**src/rtl/pc_gen_if.sv**
```systemverilog
// Fetch-side bundle for pc_gen: control inputs from hazard/EX and the PC handshake to IF.
// Optional compressed_i exists only when PC_RVC_EN is defined.
interface pc_gen_if #(
  parameter int XLEN  = 32,
  parameter int CNT_W = 16
);
  // Handshake: a fetch transfers on a rising edge where pc_valid_o=1 and fetch_ready_i=1
  // (and no stall/redirect); while valid is high and ready is low, pc_o stays stable.
  logic             stall_i;
  logic             redirect_i;
  logic [XLEN-1:0]  redirect_pc_i;
  logic             fetch_ready_i;
`ifdef PC_RVC_EN
  logic             compressed_i;
`endif
  logic [XLEN-1:0]  pc_o;
  logic [XLEN-1:0]  pc_plus_o;
  logic             pc_valid_o;
  logic             misalign_o;
  logic [CNT_W-1:0] fetch_cnt_o;

`ifdef PC_RVC_EN
  modport master (
    input  stall_i, redirect_i, redirect_pc_i, fetch_ready_i, compressed_i,
    output pc_o, pc_plus_o, pc_valid_o, misalign_o, fetch_cnt_o
  );
  modport slave (
    output stall_i, redirect_i, redirect_pc_i, fetch_ready_i, compressed_i,
    input  pc_o, pc_plus_o, pc_valid_o, misalign_o, fetch_cnt_o
  );
`else
  modport master (
    input  stall_i, redirect_i, redirect_pc_i, fetch_ready_i,
    output pc_o, pc_plus_o, pc_valid_o, misalign_o, fetch_cnt_o
  );
  modport slave (
    output stall_i, redirect_i, redirect_pc_i, fetch_ready_i,
    input  pc_o, pc_plus_o, pc_valid_o, misalign_o, fetch_cnt_o
  );
`endif
endinterface

```
**src/rtl/pc_gen.sv**
```systemverilog
// Registered program-counter generator for the IF stage: boot, stall hold, EX redirect, fetch count.
// Define PC_RVC_EN to enable compressed (2-byte) increments and 2-byte alignment.
module pc_gen #(
  parameter int              XLEN      = 32,
  parameter logic [XLEN-1:0] RESET_VEC = '0,
  parameter int              CNT_W     = 16
) (
  input  logic       clk_i,
  input  logic       rst_ni,
  pc_gen_if.master   bus,
  output logic [1:0] state_o
);

  typedef enum logic [1:0] {
    BOOT = 2'd0,
    RUN  = 2'd1,
    HOLD = 2'd2
  } state_e;

`ifdef PC_RVC_EN
  localparam logic [XLEN-1:0] ALIGN = XLEN'(2'b01);
`else
  localparam logic [XLEN-1:0] ALIGN = XLEN'(2'b11);
`endif

  state_e           state_q;
  logic [XLEN-1:0]  pc_q;
  logic             valid_q;
  logic             misalign_q;
  logic [CNT_W-1:0] cnt_q;
  logic [XLEN-1:0]  inc;

  always_comb begin
`ifdef PC_RVC_EN
    inc = bus.compressed_i ? XLEN'(2) : XLEN'(4);
`else
    inc = XLEN'(4);
`endif
  end

  // Redirect is checked ahead of the state case so it wins in every state, BOOT included.
  always_ff @(posedge clk_i or negedge rst_ni) begin
    if (!rst_ni) begin
      state_q    <= BOOT;
      pc_q       <= RESET_VEC;
      valid_q    <= 1'b0;
      misalign_q <= 1'b0;
      cnt_q      <= '0;
    end else begin
      misalign_q <= 1'b0;
      if (bus.redirect_i) begin
        pc_q       <= bus.redirect_pc_i & ~ALIGN;
        misalign_q <= |(bus.redirect_pc_i & ALIGN);
        state_q    <= bus.stall_i ? HOLD : RUN;
        valid_q    <= !bus.stall_i;
      end else begin
        case (state_q)
          BOOT: begin
            state_q <= RUN;
            valid_q <= 1'b1;
          end
          RUN: begin
            if (bus.stall_i) begin
              state_q <= HOLD;
              valid_q <= 1'b0;
            end else if (bus.fetch_ready_i) begin
              pc_q  <= pc_q + inc;
              cnt_q <= cnt_q + 1'b1;
            end
          end
          HOLD: begin
            if (!bus.stall_i) begin
              state_q <= RUN;
              valid_q <= 1'b1;
            end
          end
          default: begin
            state_q <= BOOT;
            valid_q <= 1'b0;
          end
        endcase
      end
    end
  end

  assign bus.pc_o        = pc_q;
  assign bus.pc_plus_o   = pc_q + inc;
  assign bus.pc_valid_o  = valid_q;
  assign bus.misalign_o  = misalign_q;
  assign bus.fetch_cnt_o = cnt_q;
  assign state_o         = state_q;

endmodule
```
**src/flat_wrapper.sv**
```systemverilog
// flat-port wrapper written by rule: the top's interface ports become plain ports
module pc_gen_flat 
#(
  parameter int              XLEN      = 32,
  parameter logic [XLEN-1:0] RESET_VEC = '0,
  parameter int              CNT_W     = 16
)
  (clk_i, rst_ni, state_o, bus_stall_i, bus_redirect_i, bus_redirect_pc_i, bus_fetch_ready_i, bus_pc_o, bus_pc_plus_o, bus_pc_valid_o, bus_misalign_o, bus_fetch_cnt_o);
  pc_gen_if #(.XLEN(XLEN), .CNT_W(CNT_W)) bus_i ();
  input  logic clk_i;
  input  logic rst_ni;
  output logic [1:0] state_o;
  input wire logic [$bits(bus_i.stall_i)-1:0] bus_stall_i;
  input wire logic [$bits(bus_i.redirect_i)-1:0] bus_redirect_i;
  input wire logic [$bits(bus_i.redirect_pc_i)-1:0] bus_redirect_pc_i;
  input wire logic [$bits(bus_i.fetch_ready_i)-1:0] bus_fetch_ready_i;
  output wire logic [$bits(bus_i.pc_o)-1:0] bus_pc_o;
  output wire logic [$bits(bus_i.pc_plus_o)-1:0] bus_pc_plus_o;
  output wire logic [$bits(bus_i.pc_valid_o)-1:0] bus_pc_valid_o;
  output wire logic [$bits(bus_i.misalign_o)-1:0] bus_misalign_o;
  output wire logic [$bits(bus_i.fetch_cnt_o)-1:0] bus_fetch_cnt_o;
  assign bus_i.stall_i = bus_stall_i;
  assign bus_i.redirect_i = bus_redirect_i;
  assign bus_i.redirect_pc_i = bus_redirect_pc_i;
  assign bus_i.fetch_ready_i = bus_fetch_ready_i;
  assign bus_pc_o = bus_i.pc_o;
  assign bus_pc_plus_o = bus_i.pc_plus_o;
  assign bus_pc_valid_o = bus_i.pc_valid_o;
  assign bus_misalign_o = bus_i.misalign_o;
  assign bus_fetch_cnt_o = bus_i.fetch_cnt_o;
  pc_gen #(.XLEN(XLEN), .RESET_VEC(RESET_VEC), .CNT_W(CNT_W)) u_core (.clk_i(clk_i), .rst_ni(rst_ni), .bus(bus_i), .state_o(state_o));
endmodule
```
**config.mk**
```make
export PLATFORM = sky130hd
export DESIGN_NAME = pc_gen_flat
export DESIGN_NICKNAME = d
export VERILOG_FILES = /design/src/rtl/pc_gen_if.sv /design/src/rtl/pc_gen.sv /design/src/flat_wrapper.sv
export SDC_FILE = /design/constraint.sdc
export NUM_CORES = 1
export LEC_CHECK = 0
export CORE_MARGIN = 4
export CORE_UTILIZATION = 31
export CTS_CLUSTER_DIAMETER = 50
export CTS_CLUSTER_SIZE = 14
export DETAILED_ROUTE_END_ITERATION = 7
export GPL_TIMING_DRIVEN = 1
export PLACE_DENSITY_LB_ADDON = 0.1
export REMOVE_ABC_BUFFERS = 1
export SETUP_SLACK_MARGIN = 0.1
export SLEW_MARGIN = 40
export SYNTH_ARGS = -nofsm -noshare
export SYNTH_HDL_FRONTEND = slang
export SYNTH_SLANG_ARGS = --single-unit
```
**constraint.sdc**
```tcl
create_clock -name clk_i -period 5.3 [get_ports clk_i]
set_input_delay 0.795 -clock clk_i [delete_from_list [all_inputs] [get_ports clk_i]]
set_output_delay 0.795 -clock clk_i [all_outputs]
set_load 0.01 [all_outputs]
```
==> results.yml, run 1 <==
status:
  status: "finished, final reports clean"
route:
  avgViaCountPerCell: 5.09
  drcViolationCount: 0
  avgRoutedWirePerCell_um: 16.3
  finalWirelength_mm: 9.91
  dr.pass1.iters: 4
  drtIter0Drc: 112
  ant_nets: 0
  vias: 3087
layout:
  syn_to_final_growth_pct: 38.3
  fin_area_um2: 4540
  utilization_pct: 44.0
  nFillCells: 1066
  diodes: 0
  nets: 509
  drive_gt1_share_pct: 4.25
  stdcell_count: 607
  multi_input_area_um2: 1830
  seq_area_um2: 1230
setup_path:
  crit_slowest_cell: "nor4_4"
  cp_slowest_stage_delay_ps: 680
  worstReg2RegStart: "u_core.bus.pc_o[11]"
  rrSetupSlack_ps: 3040
  cp-start-kind: "register"
  crit_chain: "ha_1, nand3_1, nor4_4, nand4_1, xnor2_1, clkdlybuf4s50_1"
  cp_max_fo: 8
  endpoint_kind: "output port"
  path_class: "reg2out"
  cp.required_ps: 4510
  reg2reg_depth: 4
  reg2reg_to: "u_core.bus.pc_o[23]"
  worstPathArrival_ps: 2930
sta:
  tns_ps: 0
  setup_viol: 0
  worst_pin_slew_ps: 727
  final.min_clock_period_ps: 3720
  finalCritPeriodShare_pct: 70.2
  layout_setup_ws_ps: 1580
  relSlewSlack_pct: 51.1
  rsz0062_at_grt: "no"
  max_freq_ghz: 0.269
  hold_violations: 0
  slew_viol_final: 0
  clock_skew_ps: 6.72
placement:
  placed_cells: 599
  dp_hpwl_mm: 7.26
  pre_cts_ws_ps: 1890
  portBuffers: 116
  placed_area_um2: 4430
  place.gp.congestion: 0.816
synth:
  synth_compound_area_share_pct: 10.8
  ys_types: 51
  synth-seq-cells: 49
  synth_edf_count: 0
  avgSynthCellArea_um2: 8.86
  synth_mux_area_share_pct: 0.647
  yosysSeqAreaShare_pct: 37.3
  syn_area_um2: 3290
  ys_async_sr_fraction_pct: 100
  syn_inst: 371
  ys_warn_count: 0
  synthAdderAreaFrac_pct: 0.762
  synth_top_family_by_area: "simple AND/OR/NAND/NOR gates"
  yosys.area_share.simple_pct: 28.3
  synth_ff_type: "dfrtp_1"
  synth_xor_area_share_pct: 14.4
floorplan:
  die_y_um: 111
  core_um2: 10300
  initial_utilization_pct: 31.8
  fp-row-count: 37
  die_area_um2: 12300
  num_io_pins: 121
  fp.dieW_um: 111
clocking:
  cts_hold_buffers: 0
  post-cts-setup-buffer-count: 0
  cts_buffer_depth: 2
  cts_tree: "yes"
  ctsResizeCount: 0
  cts.reportedPaths.clkPinSlew_ps: 100
  htreeDepth: 2
  clock_latency_ps: 300
  numCtsBuffers: 5
  clock-sinks: 49
  root_buffer: "clkbuf_8"
power_and_ir_drop:
  power_density_nw_per_um2: 236
  sw_frac_of_total_pct: 31.7
  ir_drop_mv: 0.119
  p_comb_share_pct: 29.2
  power_frac_clock_pct: 26.7
  p_int_w: 0.000732
  p_sw_w: 0.000340
  seqPwrFrac_pct: 44.2
  leakage_nw: 1.73
grt:
  grt_start_max_net_pins: 50
  grt_pass1_wl_mm: 16.5
  grt_use_total_pct: 16.2
  grt_pass1_vias: 3148
  grt_antenna_before_repair: 0
  gr-total-overflow: 0
min_path:
  holdCritPathClass: "reg2reg"
  hold_depth: 1
  whs_endpoint: "u_core.bus.fetch_cnt_o[15]"
  min_from: "u_core.bus.fetch_cnt_o[15]"
flow_run:
  maxCapViolCount: 0
## logic make-up after synthesis
family                   after synthesis
AO/OA/AOI/OAI                         53
XOR/XNOR                              54
adder cells (fa/ha/maj)                2
buffers and inverters                 36
flip-flops                            49
multiplexers                           2
other                                  1
AND/OR/NAND/NOR                      174
## Yosys cell counts (3+ instances only)
cell	n	area share, %
a21oi_1	3	0.46
a2bb2oi_1	4	1.1
a31oi_1	13	2.5
and2_1	5	0.95
and3_1	3	0.57
and4_1	6	1.6
buf_4	8	1.8
clkbuf_1	9	1.0
clkbuf_8	7	2.9
dfrtp_1	49	37
inv_1	6	0.69
nand2_1	38	4.3
nand2b_1	3	0.57
nand3_1	23	3.5
nand4_1	19	3.6
nor2_1	35	4.0
nor3_1	9	1.4
nor4_1	9	1.7
o21ai_0	14	2.1
o31a_1	3	0.80
o31ai_1	8	1.8
or3_1	3	0.57
or4_1	9	2.1
xnor2_1	33	8.8
xor2_1	21	5.6
## critical path: cells and delay by family, from the launching register on
kind / cells / cell delay, ps
AND/OR/NAND/NOR: 3 / 1160
buffers and inverters: 1 / 560
flip-flops: 1 / 460
adder cells (fa/ha/maj): 1 / 260
XOR/XNOR: 1 / 180
## registers in the layout, summed over array words and instances (netlist names)
register                count
u_core.bus.fetch_cnt_o     16
u_core.bus.pc_o            30
u_core.bus.misalign_o       1
u_core.state_o              2
## worst max path at each step
stage / depth (start not counted) / start / slack (ps) / endpoint
after global placement: 6 / u_core.bus.pc_o[2] / 1730 / bus_pc_plus_o[26]
final: 6 / u_core.bus.pc_o[2] / 1580 / bus_pc_plus_o[22]
after floorplan: 5 / u_core.bus.pc_o[2] / 2560 / bus_pc_plus_o[26]
after detailed placement: 6 / u_core.bus.pc_o[2] / 1890 / bus_pc_plus_o[22]
after CTS: 6 / u_core.bus.pc_o[2] / 1540 / bus_pc_plus_o[22]
after global routing: 6 / u_core.bus.pc_o[2] / 1340 / bus_pc_plus_o[26]
## cell usage in the layout, fill, tap and decap left out, types with 2 or more instances in the layout
| master | instances |
|---|---|
| a21oi_1 | 3 |
| a2bb2oi_1 | 4 |
| a31oi_1 | 13 |
| and2_1 | 5 |
| and3_1 | 3 |
| and4_1 | 6 |
| buf_4 | 3 |
| clkbuf_8 | 5 |
| clkdlybuf4s50_1 | 115 |
| conb_1 | 4 |
| dfrtp_1 | 49 |
| ha_1 | 2 |
| inv_1 | 5 |
| nand2_1 | 38 |
| nand2b_1 | 3 |
| nand3_1 | 23 |
| nand3b_1 | 2 |
| nand4_1 | 19 |
| nor2_1 | 35 |
| nor3_1 | 9 |
| nor4_1 | 8 |
| o211ai_1 | 2 |
| o21ai_0 | 14 |
| o31a_1 | 3 |
| o31ai_1 | 8 |
| or3_1 | 3 |
| or4_1 | 9 |
| xnor2_1 | 33 |
| xor2_1 | 21 |
## final cells by class
cell class,count,area share (%)
multi-input combinational,289,40.3
tap,136,3.74
timing repair buffer,119,25.9
sequential,49,27.0
clock inverter,3,1.02
inverter,6,0.496
clock buffer,5,1.51
## power by group through the flow
stage | registers, W | logic [W] | clock network [W]
2_1_floorplan | 0.000484 | 0.000111 | 0
3_3_place_gp | 0.000479 | 0.000314 | 0
3_5_place_dp | 0.000481 | 0.000315 | 0
4_1_cts | 0.000474 | 0.000317 | 0.000293
5_1_grt | 0.000483 | 0.000341 | 0.000308
6_report | 0.000473 | 0.000313 | 0.000286
## metrics by stage
stage	total power, W	hold slack (ps)
2_1_floorplan	0.000595	499
3_3_place_gp	0.000793	464
3_5_place_dp	0.000797	461
4_1_cts	0.00108	480
5_1_grt	0.00113	531
6_report	0.00107	478
## layer usage
metal	part of all wire (%)	wire length [um]	up-vias	global-route usage (%)
met5	0	0	-	0
met4	0.76	75	0	3.45
met3	5.9	587	7	3.60
met2	47	4620	105	26.7
met1	47	4630	1452	21.6
li1	-	-	1523	-
Note: power is estimated with default switching activity, not from simulation.
==> run 2, diff against run 1 <==
Clock period 5.3 ns to 3.56 ns, I/O delays scaled along.
==> run 2 against run 1 <==
Against the previous run: clock-buffer cell count stayed put; hold slack worse by 370 ps; clock power is 48% higher; via count hardly changed; first-iteration DRC count is 6.3% higher; clock skew is 3.8 ps higher.
==> results.yml, run 2 (synthesis gave the netlist of run 1 again) <==
placement:
  place.gp.congestion: 0.821
  pre_cts_ws_ps: 612
  dp_hpwl_mm: 7.46
  placed_area_um2: 4460
  portBuffers: 116
setup_path:
  crit_start: "u_core.bus.pc_o[8]"
  worstPathArrival_ps: 2760
  path_class: "reg2out"
  cp_max_fo: 9
  endpoint_kind: "output port"
  worstReg2RegStart: "u_core.bus.pc_o[8]"
  cp.required_ps: 3030
  cp-start-kind: "register"
sta:
  max_freq_ghz: 0.304
  final.min_clock_period_ps: 3290
  tns_ps: 0
  hold_slack_ps: 112
  worst_pin_slew_ps: 750
  layout_setup_ws_ps: 268
  clock_skew_ps: 10.5
  finalCritPeriodShare_pct: 92.5
  setup_viol: 0
  hold_violations: 0
  slew_viol_final: 0
  rsz0062_at_grt: "no"
  relSlewSlack_pct: 49.9
grt:
  gr-total-overflow: 0
  grt_start_max_net_pins: 31
  grt_pass1_wl_mm: 16.4
  grt_pass1_vias: 3144
  grt_use_total_pct: 15.9
  grt_antenna_before_repair: 0
layout:
  seq_area_um2: 1230
  diodes: 0
  final_cell_mix: "115 x clkdlybuf4s50_1, 49 x dfrtp_1, 38 x nand2_1"
  syn_to_final_growth_pct: 40.1
  drive_gt1_share_pct: 5.23
  nFillCells: 1046
  fin_area_um2: 4600
  largest_register_ffs: 30
  nets: 516
  multi_input_area_um2: 1820
  layout_commonest_cell: "clkdlybuf4s50_1"
power_and_ir_drop:
  power_w: 0.00160
  leakage_nw: 1.76
  power_density_nw_per_um2: 347
  ir_drop_mv: 0.174
floorplan:
  fp-row-count: 37
  fp.dieW_um: 111
  core_um2: 10300
  num_io_pins: 121
  initial_utilization_pct: 31.8
  die_y_um: 111
  die_area_um2: 12300
clocking:
  cts_hold_buffers: 0
  ctsResizeCount: 0
  cts.reportedPaths.clkPinSlew_ps: 110
  clock_latency_ps: 310
  htreeDepth: 2
  post-cts-setup-buffer-count: 0
  root_buffer: "clkbuf_8"
  cts_tree: "yes"
  clock-sinks: 49
  cts_buffer_depth: 2
  numCtsBuffers: 5
route:
  vias: 3089
  avgViaCountPerCell: 5.03
  avgRoutedWirePerCell_um: 15.7
  ant_nets: 0
  drcViolationCount: 0
  dr.pass1.iters: 4
  finalWirelength_mm: 9.65
  drtIter0Drc: 119
status:
  status: "finished, final reports clean"
flow_run:
  maxCapViolCount: 0
min_path:
  holdCritPathClass: "in2async"
[run 2: changes by cell type in the layout (fill, tap and decap cells not counted)]
cell    delta
inv_1      +1
nor4_4     -1
buf_4      +6
nor4_1     +1
buf_16     +1
inv_2      -1
[run 2: final timing paths]
path	endpoint	slack [ps]	depth (start not counted)
setup / recovery	bus_pc_plus_o[25]	270	5
max in group asynchronous	u_core.bus.pc_o[28]	2840	2
hold reg to reg	u_core.bus.fetch_cnt_o[15]	480	1
hold / removal	u_core.bus.fetch_cnt_o[13]	110	1
setup reg to reg	u_core.bus.pc_o[23]	1340	4
min in group clk_i	u_core.bus.fetch_cnt_o[15]	480	1
[run 2: metrics by stage]
stage,util (%),cells
CTS,44.3,613
global placement,43.2,605
finish,44.6,614
floorplan,-,344
global route,44.6,614
detailed placement,43.2,605
[run 2: area by class of cell]
class                           count  share of cell area (%)
Clock buffer                        5                    1.50
Clock inverter                      3                    1.01
Inverter                            6                   0.489
Multi-Input combinational cell    289                    39.5
Sequential cell                    49                    26.6
Tap cell                          136                    3.70
Timing Repair Buffer              126                    27.2
[run 2: report_power, final]
| part | switching, W | internal, W | total [W] |
|---|---|---|---|
| sequential | 0.0000940 | 0.000610 | 0.000704 |
| clock | 0.000211 | 0.000211 | 0.000422 |
| combinational | 0.000195 | 0.000274 | 0.000470 |
| total | 0.000500 | 0.00109 | 0.00160 |
[run 2: per-layer routing]
layer,track usage [%],wire length (um),vias to the layer above
li1,-,-,1530
met1,21.4,4610,1473
met2,26.3,4490,80
met3,3.98,489,6
met4,2.63,60,0
met5,0,0,-
[run 2: critical path, stage by stage (launching register included)]
cell and delay, ps:
dfrtp_1 510, nand4_1 200, or4_1 700, nor3_1 320, xor2_1 170, clkdlybuf4s50_1 550
